### src/rtl/mult_div_ctrl.sv
// mult_div_ctrl: multicycle signed MULT/DIV sequencer that owns the Hi/Lo
// registers. MULT runs WIDTH radix-2 Booth steps; DIV runs WIDTH restoring
// steps on operand magnitudes followed by a single sign-fix step. A one-cycle
// done pulse tells the control unit it can leave its wait state.
module mult_div_ctrl #(
    parameter int WIDTH = 32
) (
    input  logic             clk,
    input  logic             reset,
    input  logic             start_mult,
    input  logic             start_div,
    input  logic [WIDTH-1:0] a_in,
    input  logic [WIDTH-1:0] b_in,
    output logic             busy,
    output logic             done,
    output logic             div_zero,
    output logic [WIDTH-1:0] Hi_out,
    output logic [WIDTH-1:0] Lo_out
);

    localparam int CW = $clog2(WIDTH) + 1;
    localparam logic [CW-1:0]    CNT_ZERO  = {CW{1'b0}};
    localparam logic [CW-1:0]    CNT_ONE   = {{(CW-1){1'b0}}, 1'b1};
    localparam logic [CW-1:0]    LAST_STEP = CW'(WIDTH - 1);
    localparam logic [WIDTH-1:0] W_ZERO    = {WIDTH{1'b0}};
    localparam logic [WIDTH-1:0] W_ONE     = {{(WIDTH-1){1'b0}}, 1'b1};
    localparam logic [WIDTH:0]   W1_ZERO   = {(WIDTH+1){1'b0}};

    typedef enum logic [2:0] {
        ST_IDLE    = 3'd0,
        ST_MULT    = 3'd1,
        ST_DIV     = 3'd2,
        ST_DIV_FIX = 3'd3,
        ST_DONE    = 3'd4
    } state_t;

    // Two's complement negation with WIDTH-bit wrap.
    function automatic logic [WIDTH-1:0] negate(input logic [WIDTH-1:0] v);
        negate = ~v + W_ONE;
    endfunction

    // Magnitude of a signed value; the most negative value maps to itself,
    // which reads correctly as an unsigned magnitude.
    function automatic logic [WIDTH-1:0] magnitude(input logic [WIDTH-1:0] v);
        if (v[WIDTH-1]) begin
            magnitude = negate(v);
        end else begin
            magnitude = v;
        end
    endfunction

    state_t           state_q, state_d;
    logic [CW-1:0]    cnt_q, cnt_d;
    // Booth datapath: {acc, multiplier, q-1}; acc has one guard bit so that
    // subtracting the most negative multiplicand cannot overflow.
    logic [WIDTH-1:0] mcand_q, mcand_d;
    logic [WIDTH:0]   acc_q, acc_d;
    logic [WIDTH-1:0] mq_q, mq_d;
    logic             qm1_q, qm1_d;
    // Restoring divide datapath on magnitudes.
    logic [WIDTH-1:0] rem_q, rem_d;
    logic [WIDTH-1:0] quo_q, quo_d;
    logic [WIDTH-1:0] dvsr_q, dvsr_d;
    logic             neg_quo_q, neg_quo_d;
    logic             neg_rem_q, neg_rem_d;
    // Architectural outputs.
    logic             busy_q, busy_d;
    logic             done_q, done_d;
    logic             dz_q, dz_d;
    logic [WIDTH-1:0] hi_q, hi_d;
    logic [WIDTH-1:0] lo_q, lo_d;

    logic [WIDTH:0]   mcand_ext_s;
    logic [WIDTH:0]   booth_sum_s;
    logic [WIDTH:0]   booth_acc_s;
    logic [WIDTH-1:0] booth_mq_s;
    logic             booth_qm1_s;

    logic [WIDTH:0]   rem_sh_s;
    logic [WIDTH-1:0] quo_sh_s;
    logic [WIDTH:0]   trial_s;
    logic [WIDTH-1:0] rem_step_s;
    logic [WIDTH-1:0] quo_step_s;

    // One Booth step: add/subtract multiplicand per (q0, q-1), then arithmetic shift right.
    always_comb begin
        mcand_ext_s = {mcand_q[WIDTH-1], mcand_q};
        case ({mq_q[0], qm1_q})
            2'b01:   booth_sum_s = acc_q + mcand_ext_s;
            2'b10:   booth_sum_s = acc_q - mcand_ext_s;
            default: booth_sum_s = acc_q;
        endcase
        booth_acc_s = {booth_sum_s[WIDTH], booth_sum_s[WIDTH:1]};
        booth_mq_s  = {booth_sum_s[0], mq_q[WIDTH-1:1]};
        booth_qm1_s = mq_q[0];
    end

    // One restoring divide step: shift {rem, quo} left, trial-subtract divisor, keep or restore.
    always_comb begin
        rem_sh_s = {rem_q, quo_q[WIDTH-1]};
        quo_sh_s = {quo_q[WIDTH-2:0], 1'b0};
        trial_s  = rem_sh_s - {1'b0, dvsr_q};
        if (trial_s[WIDTH]) begin
            rem_step_s = rem_sh_s[WIDTH-1:0];
            quo_step_s = quo_sh_s;
        end else begin
            rem_step_s = trial_s[WIDTH-1:0];
            quo_step_s = quo_sh_s | W_ONE;
        end
    end

    // Next-state and datapath update for the sequencer.
    always_comb begin
        state_d   = state_q;
        cnt_d     = cnt_q;
        mcand_d   = mcand_q;
        acc_d     = acc_q;
        mq_d      = mq_q;
        qm1_d     = qm1_q;
        rem_d     = rem_q;
        quo_d     = quo_q;
        dvsr_d    = dvsr_q;
        neg_quo_d = neg_quo_q;
        neg_rem_d = neg_rem_q;
        dz_d      = dz_q;
        hi_d      = hi_q;
        lo_d      = lo_q;

        case (state_q)
            ST_IDLE: begin
                if (start_mult) begin
                    // MULT wins when both requests arrive together.
                    state_d = ST_MULT;
                    cnt_d   = CNT_ZERO;
                    dz_d    = 1'b0;
                    mcand_d = a_in;
                    acc_d   = W1_ZERO;
                    mq_d    = b_in;
                    qm1_d   = 1'b0;
                end else if (start_div) begin
                    cnt_d = CNT_ZERO;
                    if (b_in == W_ZERO) begin
                        // Divide by zero: finish immediately, Hi/Lo untouched.
                        state_d = ST_DONE;
                        dz_d    = 1'b1;
                    end else begin
                        state_d   = ST_DIV;
                        dz_d      = 1'b0;
                        rem_d     = W_ZERO;
                        quo_d     = magnitude(a_in);
                        dvsr_d    = magnitude(b_in);
                        neg_quo_d = a_in[WIDTH-1] ^ b_in[WIDTH-1];
                        neg_rem_d = a_in[WIDTH-1];
                    end
                end else begin
                    state_d = ST_IDLE;
                end
            end
            ST_MULT: begin
                acc_d = booth_acc_s;
                mq_d  = booth_mq_s;
                qm1_d = booth_qm1_s;
                cnt_d = cnt_q + CNT_ONE;
                if (cnt_q == LAST_STEP) begin
                    hi_d    = booth_acc_s[WIDTH-1:0];
                    lo_d    = booth_mq_s;
                    state_d = ST_DONE;
                end else begin
                    state_d = ST_MULT;
                end
            end
            ST_DIV: begin
                rem_d = rem_step_s;
                quo_d = quo_step_s;
                cnt_d = cnt_q + CNT_ONE;
                if (cnt_q == LAST_STEP) begin
                    state_d = ST_DIV_FIX;
                end else begin
                    state_d = ST_DIV;
                end
            end
            ST_DIV_FIX: begin
                // Quotient truncates toward zero; remainder follows the dividend sign.
                if (neg_quo_q) begin
                    lo_d = negate(quo_q);
                end else begin
                    lo_d = quo_q;
                end
                if (neg_rem_q) begin
                    hi_d = negate(rem_q);
                end else begin
                    hi_d = rem_q;
                end
                state_d = ST_DONE;
            end
            ST_DONE: begin
                state_d = ST_IDLE;
            end
            default: begin
                state_d = ST_IDLE;
            end
        endcase

        busy_d = (state_d == ST_MULT) || (state_d == ST_DIV) || (state_d == ST_DIV_FIX);
        done_d = (state_d == ST_DONE);
    end

    // State, datapath and output registers with synchronous reset.
    always_ff @(posedge clk) begin
        if (reset) begin
            state_q   <= ST_IDLE;
            cnt_q     <= CNT_ZERO;
            mcand_q   <= W_ZERO;
            acc_q     <= W1_ZERO;
            mq_q      <= W_ZERO;
            qm1_q     <= 1'b0;
            rem_q     <= W_ZERO;
            quo_q     <= W_ZERO;
            dvsr_q    <= W_ZERO;
            neg_quo_q <= 1'b0;
            neg_rem_q <= 1'b0;
            busy_q    <= 1'b0;
            done_q    <= 1'b0;
            dz_q      <= 1'b0;
            hi_q      <= W_ZERO;
            lo_q      <= W_ZERO;
        end else begin
            state_q   <= state_d;
            cnt_q     <= cnt_d;
            mcand_q   <= mcand_d;
            acc_q     <= acc_d;
            mq_q      <= mq_d;
            qm1_q     <= qm1_d;
            rem_q     <= rem_d;
            quo_q     <= quo_d;
            dvsr_q    <= dvsr_d;
            neg_quo_q <= neg_quo_d;
            neg_rem_q <= neg_rem_d;
            busy_q    <= busy_d;
            done_q    <= done_d;
            dz_q      <= dz_d;
            hi_q      <= hi_d;
            lo_q      <= lo_d;
        end
    end

    assign busy     = busy_q;
    assign done     = done_q;
    assign div_zero = dz_q;
    assign Hi_out   = hi_q;
    assign Lo_out   = lo_q;

endmodule
### config.mk
export PLATFORM = sky130hd
export DESIGN_NAME = mult_div_ctrl
export DESIGN_NICKNAME = d
export VERILOG_FILES = /design/src/rtl/mult_div_ctrl.sv
export SDC_FILE = /design/constraint.sdc
export NUM_CORES = 1
export LEC_CHECK = 0
export BUFFER_PORTS_ARGS = -buffer_cell sky130_fd_sc_hd__buf_2
export CAP_MARGIN = 10
export CORE_ASPECT_RATIO = 0.9
export CORE_MARGIN = 5
export CORE_UTILIZATION = 40
export DETAILED_ROUTE_END_ITERATION = 8
export GPL_TIMING_DRIVEN = 0
export SYNTH_ARGS = -nofsm -noshare
export SYNTH_HDL_FRONTEND = slang
export SYNTH_SLANG_ARGS = --single-unit
### constraint.sdc
create_clock -name clk -period 6.97 [get_ports clk]
set_clock_uncertainty 0.05 [all_clocks]
set_input_delay 1.394 -clock clk [delete_from_list [all_inputs] [get_ports clk]]
set_output_delay 1.394 -clock clk [all_outputs]
set_load 0.01 [all_outputs]
==> flow_summary_export.csv, run 1 <==
group,metric,value,unit
clocking,clk_latency,0.52,ns
synthesis,ys_top_cells_by_area,"dfxtp_1 (31%), nand2_1 (8.8%), xnor2_1 (6.9%)",
final_layout,fill_cells,4420,
clocking,htree_levels,2,
floorplan,start_util,40.6,%
synthesis,synth.most_common_cell,"nand2_1",
power,p_leak,7.78,nW
setup_path,timing.rr.end,"Hi_out[31]",
worst_hold_path,min_from,"dvsr_q[0]",
drt,drt_wl_total,66000,um
setup_path,rr_worst_depth,19,
sta,fin_crit,5.76,ns
global_routing,first_global_vias,17100,
floorplan,die_h,208,um
drt,post-route-drc-count,0,
synthesis,synth.top_cells.by_count,"nand2_1 (409), dfxtp_1 (271), nor2_1 (222)",
setup_path,startpoint_type,"register",
sta,grt_setup_unrepaired,"no",
sta,hold_slack,0.411,ns
floorplan,die_w,230,um
setup_path,crit_arrival,6.10,ns
setup_path,cp-end-kind,"register",
synthesis,dominantRegCellSynth,"dfxtp_1",
placed_design,placed_area,18800,um^2
setup_path,r2r-start,"mcand_q[5]",
drt,dr.pass1.iters,9,
final_layout,drive_above_1_share,8.54,%
global_routing,grt_start_max_net_pins,13,
setup_path,reg2reg_setup_slack,1.21,ns
sta,min_period_over_period,82.7,%
synthesis,syn_avg_cell_area,7.51,um^2
floorplan,rows,72,
setup_path,crit_required,7.31,ns
worst_hold_path,min_to,"dvsr_q[0]",
final_layout,diodes,0,
clocking,clkTransAtPathRegs,0.06,ns
synthesis,async_flop_share,0,%
synthesis,synth_top_area_share,31.0,%
worst_hold_path,hold-path-cell-count,2,
clocking,ctsHoldBuffers,0,
synthesis,netlist_instances,2328,
clocking,cts_buffer_depth,3,
flow_run,maxCapViolCount,0,
final_layout,area_delta_synth_final,14.3,%
sta,slew_headroom,34.6,%
floorplan,core,43100,um^2
synthesis,synth_area,17500,um^2
global_routing,grt_overflow,0,
clocking,postCtsResizedCells,0,
placed_design,hpwl,53200,um
placed_design,routabilityCongestion,0.938,
sta,slew_violations,0,
setup_path,cp_top_family,"simple AND/OR/NAND/NOR gates",
synthesis,synth-edff-count,0,
drt,drtIter0Drc,1857,
setup_path,cp_max_fo,6,
sta,fin_tns_setup,0,ns
setup_path,crit_path_cell_trace,"or4_1, nor4_1, nand2b_1, nor3_1, nand2b_1, nor4_1, nor2_1, xnor2_1, ha_1, and4_1, and4_1, inv_1, a211oi_1, a211oi_1, o31ai_1, a21oi_1, xor2_1, nor4b_1, nor3_1",
global_routing,grt_usage,26.3,%
drt,viasPerCell,5.86,
synthesis,ys_ff_latch,271,
synthesis,synth_top_cell_by_area,"dfxtp_1",
setup_path,critical-path-max-stage-delay,0.62,ns
worst_hold_path,holdCritPathClass,"register to register",
setup_path,cp_num_buf_inv,1,
power,peakVddDrop,0.000143,V
final_layout,register_area,5430,um^2
sta,fmax,174,MHz
synthesis,syn-num-nets,2469,
floorplan,io_pins,135,
final_layout,multi_input_area,11300,um^2
clocking,cts_root_buf,"clkbuf_16",
setup_path,cpMaxStageDelayCell,"or4_1",
final_layout,final_area,20000,um^2
floorplan,die_area,48000,um^2
power,p_total,4.91,mW
sta,hold_viol_final,0,
global_routing,grt_pass1_wl,100000,um
clocking,cts-buffers-inserted,34,
clocking,cts_tree,"done",
synthesis,ys_types,70,
clocking,postCtsSetupBuffers,0,
status,status,"finished clean",
drt,dr_total_vias,18000,
drt,post_drt_wl_per_cell,21.5,um
drt,ant_nets,0,
sta,worstMarginPinSlew,0.978,ns
global_routing,antenna_found_initial,0,
clocking,cts_sinks,271,
synthesis,yosys_warnings,0,
synthesis,synth-seq-area-share,31.0,%
power,powerDensity,246,nW/um^2
final_layout,nets,2639,
setup_path,critPathKind,"register to register",
placed_design,port_buffers,134,
sta,finalSetupViolCount,0,
## registers in the layout, indices dropped and copies added, names as in the netlist
name	count
done	1
mq_q	32
qm1_q	1
Hi_out	32
busy	1
div_zero	1
rem_q	32
neg_rem_q	1
acc_q	32
quo_q	32
mcand_q	32
neg_quo_q	1
state_q	3
Lo_out	32
dvsr_q	32
cnt_q	6
## metal layers
metal | vias to the layer above | global-route usage [%] | share of wire [%]
met5 | - | 0 | 0
met4 | 0 | 6.84 | 2.7
met3 | 106 | 6.61 | 9.2
met2 | 696 | 39.9 | 43
met1 | 8573 | 37.3 | 45
li1 | 8633 | - | -
## power by group
group / switching, mW / internal, mW
clock: 0.709 / 1.10
sequential: 0.102 / 1.64
combinational: 0.872 / 0.485
## area by class of cell
type	instances	area share (%)
buffer	147	2.78
clock buffer	46	5.10
clock inverter	11	0.601
inverter	67	1.26
multi-input combinational	1843	56.3
sequential	271	27.1
tap	555	3.47
timing repair buffer	134	3.36
## worst register-to-register path, delay by kind of cell, from the launching register on
| family | cells | cell delay (ns) |
|---|---|---|
| simple gates | 11 | 3.14 |
| compound gates | 4 | 1.02 |
| xor+xnor | 2 | 0.72 |
| flops | 1 | 0.40 |
| fa+ha+maj | 1 | 0.27 |
| buf+inv | 1 | 0.05 |
## cells by family after synthesis
logic type	after synthesis	share of synthesized area, %
AO/OA/AOI/OAI	629	23.8
buffers and inverters	214	4.62
XOR/XNOR	206	10.4
adder cells (fa/ha/maj)	73	5.31
flip-flops	271	31.0
multiplexers	34	1.98
AND/OR/NAND/NOR	901	22.9
## metrics by stage
| step | worst slack, ns | utilization [%] | instances |
|---|---|---|---|
| after detailed placement | 1.41 | 43.8 | 3017 |
| final | 1.21 | 46.4 | 3074 |
| after floorplan | 2.37 | - | 2328 |
| after global routing | 0.902 | 46.4 | 3074 |
| after global placement | 1.45 | 43.8 | 3017 |
| after CTS | 1.34 | 46.4 | 3074 |
## worst max-delay path by stage
stage	startpoint	endpoint	slack, ns	depth (start not counted)
floorplan	mcand_q[5]	acc_q[31]	2.37	18
global placement	mcand_q[5]	Hi_out[26]	1.45	18
detailed placement	mcand_q[5]	Hi_out[31]	1.41	18
CTS	mcand_q[5]	Hi_out[31]	1.34	18
global route	mcand_q[5]	Hi_out[26]	0.90	18
finish	mcand_q[5]	Hi_out[31]	1.21	19
## cell usage in the layout (no fill, tap or decap), types with 36 or more instances in the layout
master / instances
nand3_1: 52
ha_1: 71
a21oi_1: 171
a211oi_1: 46
nor3_1: 46
o21ai_0: 121
xnor2_1: 138
clkbuf_16: 37
o31ai_1: 36
nand2_1: 409
buf_2: 137
nor2_1: 222
a311oi_1: 64
inv_1: 67
dfxtp_1: 271
clkbuf_1: 133
xor2_1: 67
Power figures use the tool's default switching activity.
==> run 2, diff against run 1 <==
Settings changed: ABC_AREA set to 1.
Clock period 6.97 ns to 5.35 ns, I/O delays scaled along.
==> run 2 against run 1 <==
Synthesized area is 16% higher. Sequential share of layout area is 3.3 points lower. Sequential power is 33% higher. Setup slack worse by 0.34 ns. Utilization is 1.1 points lower. Non-clock buffer count is 15 lower. Flip-flop and latch count stayed put. Via count is 24% higher. Register-to-register slack worse by 0.34 ns. First-iteration DRC count is 21% higher. Critical path depth is 2 higher. Combinational power is 82% higher.
==> flow_summary_export.csv, run 2 <==
group,metric,value,unit
clocking,ctsHoldBuffers,0,
clocking,cts_tree,"done",
clocking,clk_latency,0.61,ns
worst_hold_path,holdCritPathClass,"register to register",
final_layout,final_common_cell,"nand2_1",
final_layout,nets,3537,
global_routing,grt_overflow,0,
synthesis,async_flop_share,0,%
clocking,cts_sinks,271,
sta,hold_slack,0.415,ns
power,peakVddDrop,0.000258,V
synthesis,synth_top_area_share,26.8,%
synthesis,synth_top_cell_by_area,"dfxtp_1",
floorplan,core,50200,um^2
synthesis,synth_area,20200,um^2
sta,slew_violations,0,
floorplan,start_util,40.3,%
drt,ant_nets,0,
clocking,cts-buffers-inserted,31,
drt,post-route-drc-count,0,
drt,drt_wl_total,80300,um
setup_path,cp-end-kind,"register",
clocking,cts_root_buf,"clkbuf_16",
clocking,postCtsSetupBuffers,0,
global_routing,grt_usage,27.7,%
synthesis,dominantRegCellSynth,"dfxtp_1",
placed_design,routabilityCongestion,0.988,
sta,setup_ws,0.868,ns
setup_path,startpoint_type,"register",
setup_path,critPathKind,"register to register",
flow_run,maxCapViolCount,0,
clocking,postCtsResizedCells,0,
global_routing,antenna_found_initial,1,
drt,drtIter0Drc,2252,
sta,worstMarginPinSlew,0.992,ns
final_layout,area_delta_synth_final,12.4,%
drt,dr.pass1.iters,5,
synthesis,netlist_instances,3230,
synthesis,synth.most_common_cell,"nand2_1",
final_layout,fin_util,45.3,%
setup_path,cp_max_fo,10,
power,p_leak,10.5,nW
floorplan,io_pins,135,
placed_design,port_buffers,133,
global_routing,grt_start_max_net_pins,17,
sta,min_period_over_period,83.8,%
floorplan,die_area,55100,um^2
status,status,"finished clean",
final_layout,most-common-layout-cells,"nand2_1 (817), inv_1 (357), a21oi_1 (315)",
setup_path,crit_required,5.74,ns
drt,post_drt_wl_per_cell,19.6,um
clocking,htree_levels,1,
sta,fin_tns_setup,0,ns
placed_design,dp_slack,0.909,ns
global_routing,grt_pass1_wl,119000,um
final_layout,fill_cells,5477,
sta,slew_headroom,33.9,%
setup_path,crit_arrival,4.87,ns
final_layout,drive_above_1_share,10.1,%
synthesis,yosys_warnings,0,
final_layout,diodes,0,
synthesis,syn-num-nets,3371,
sta,finalSetupViolCount,0,
drt,dr_total_vias,22300,
sta,grt_setup_unrepaired,"no",
sta,fin_crit,4.48,ns
placed_design,hpwl,65500,um
clocking,cts_buffer_depth,3,
synthesis,synth-edff-count,0,
sta,hold_viol_final,0,
synthesis,ys_top_cells_by_area,"dfxtp_1 (27%), nand2_1 (15%), a21oi_1 (7.8%)",
sta,fmax,223,MHz
clocking,clkTransAtPathRegs,0.07,ns
floorplan,die_w,247,um
synthesis,ys_ff_latch,271,
synthesis,ys_types,56,
global_routing,first_global_vias,20200,
floorplan,rows,78,
synthesis,synth-seq-area-share,26.8,%
floorplan,die_h,223,um
synthesis,synth.top_cells.by_count,"nand2_1 (817), inv_1 (357), a21oi_1 (315)",
synthesis,syn_avg_cell_area,6.26,um^2
drt,viasPerCell,5.43,
power,powerDensity,306,nW/um^2
-- run 2: cell types whose count changed in the layout (fill, tap and decap cells not counted), sizes merged, moves of 31 or more --
| cell | change |
|---|---|
| nor2 | +99 |
| a211oi | -38 |
| nand2 | +440 |
| a311oi | -64 |
| clkbuf | -38 |
| xnor2 | -107 |
| o31ai | -31 |
| a21oi | +167 |
| inv | +302 |
| nand3 | +189 |
| o21ai | +125 |
-- run 2: path summary, 6_finish.rpt --
| path | from | end | cells past startpoint | slack [ns] |
|---|---|---|---|---|
| max | mq_q[0] | Hi_out[31] | 21 | 0.87 |
| min | Lo_out[13] | Lo_out[13] | 2 | 0.41 |
| max reg2reg | mq_q[0] | Hi_out[31] | 21 | 0.87 |
| min reg2reg | Lo_out[13] | Lo_out[13] | 2 | 0.41 |
-- run 2: logic make-up after synthesis --
group | synth area share [%]
AO/OA/AOI/OAI | 19.0
buffers and inverters | 9.91
XOR/XNOR | 5.46
adder cells (fa/ha/maj) | 4.59
AND/OR/NAND/NOR | 34.2
flip-flops | 26.8
-- run 2: worst max-delay path, stage by stage, from the launching register on --
cell and delay, ns:
dfxtp_1 0.47, ha_1 0.19, clkbuf_1 0.38, clkinv_1 0.38, clkbuf_1 0.32, nand2_1 0.14, xor2_1 0.22, inv_1 0.11
ha_1 0.37, nand2_1 0.12, nor2_1 0.11, nand3_1 0.10, nand2_1 0.20, nand2_1 0.07, nand2_1 0.17, nand2_1 0.08
nand2_1 0.13, nand3_1 0.09, nand3_1 0.12, nand3_1 0.21, nand2_1 0.17, a21oi_1 0.07
-- run 2: layer usage --
layer	track usage (%)	part of all wire [%]	vias to the layer above
li1	-	-	11000
met1	40.0	45	10200
met2	42.6	43	941
met3	6.06	9.5	118
met4	5.88	2.3	2
met5	0	0.016	-
-- run 2: power breakdown --
group | internal (mW) | switching, mW
Combinational | 0.755 | 1.73
Clock | 1.21 | 0.954
Sequential | 2.16 | 0.155
Total | 4.12 | 2.84
-- run 2: through the flow --
step                      total power, mW  cells  cell area, um^2
after global placement               4.77   4043            21700
after floorplan                      4.04   3230            20200
after detailed placement             4.77   4043            21700
final                                6.96   4099            22700
after global routing                 7.30   4099            22700
after CTS                            6.91   4099            22700
-- run 2: area by class of cell --
class	instances	area (um^2)	area share [%]
Timing Repair Buffer	133	666	2.93
Sequential cell	271	5430	23.9
Clock inverter	16	156	0.688
Clock buffer	40	840	3.70
Inverter	372	1400	6.15
Multi-Input combinational cell	2454	12800	56.3
Tap cell	680	851	3.74
Buffer	133	604	2.66
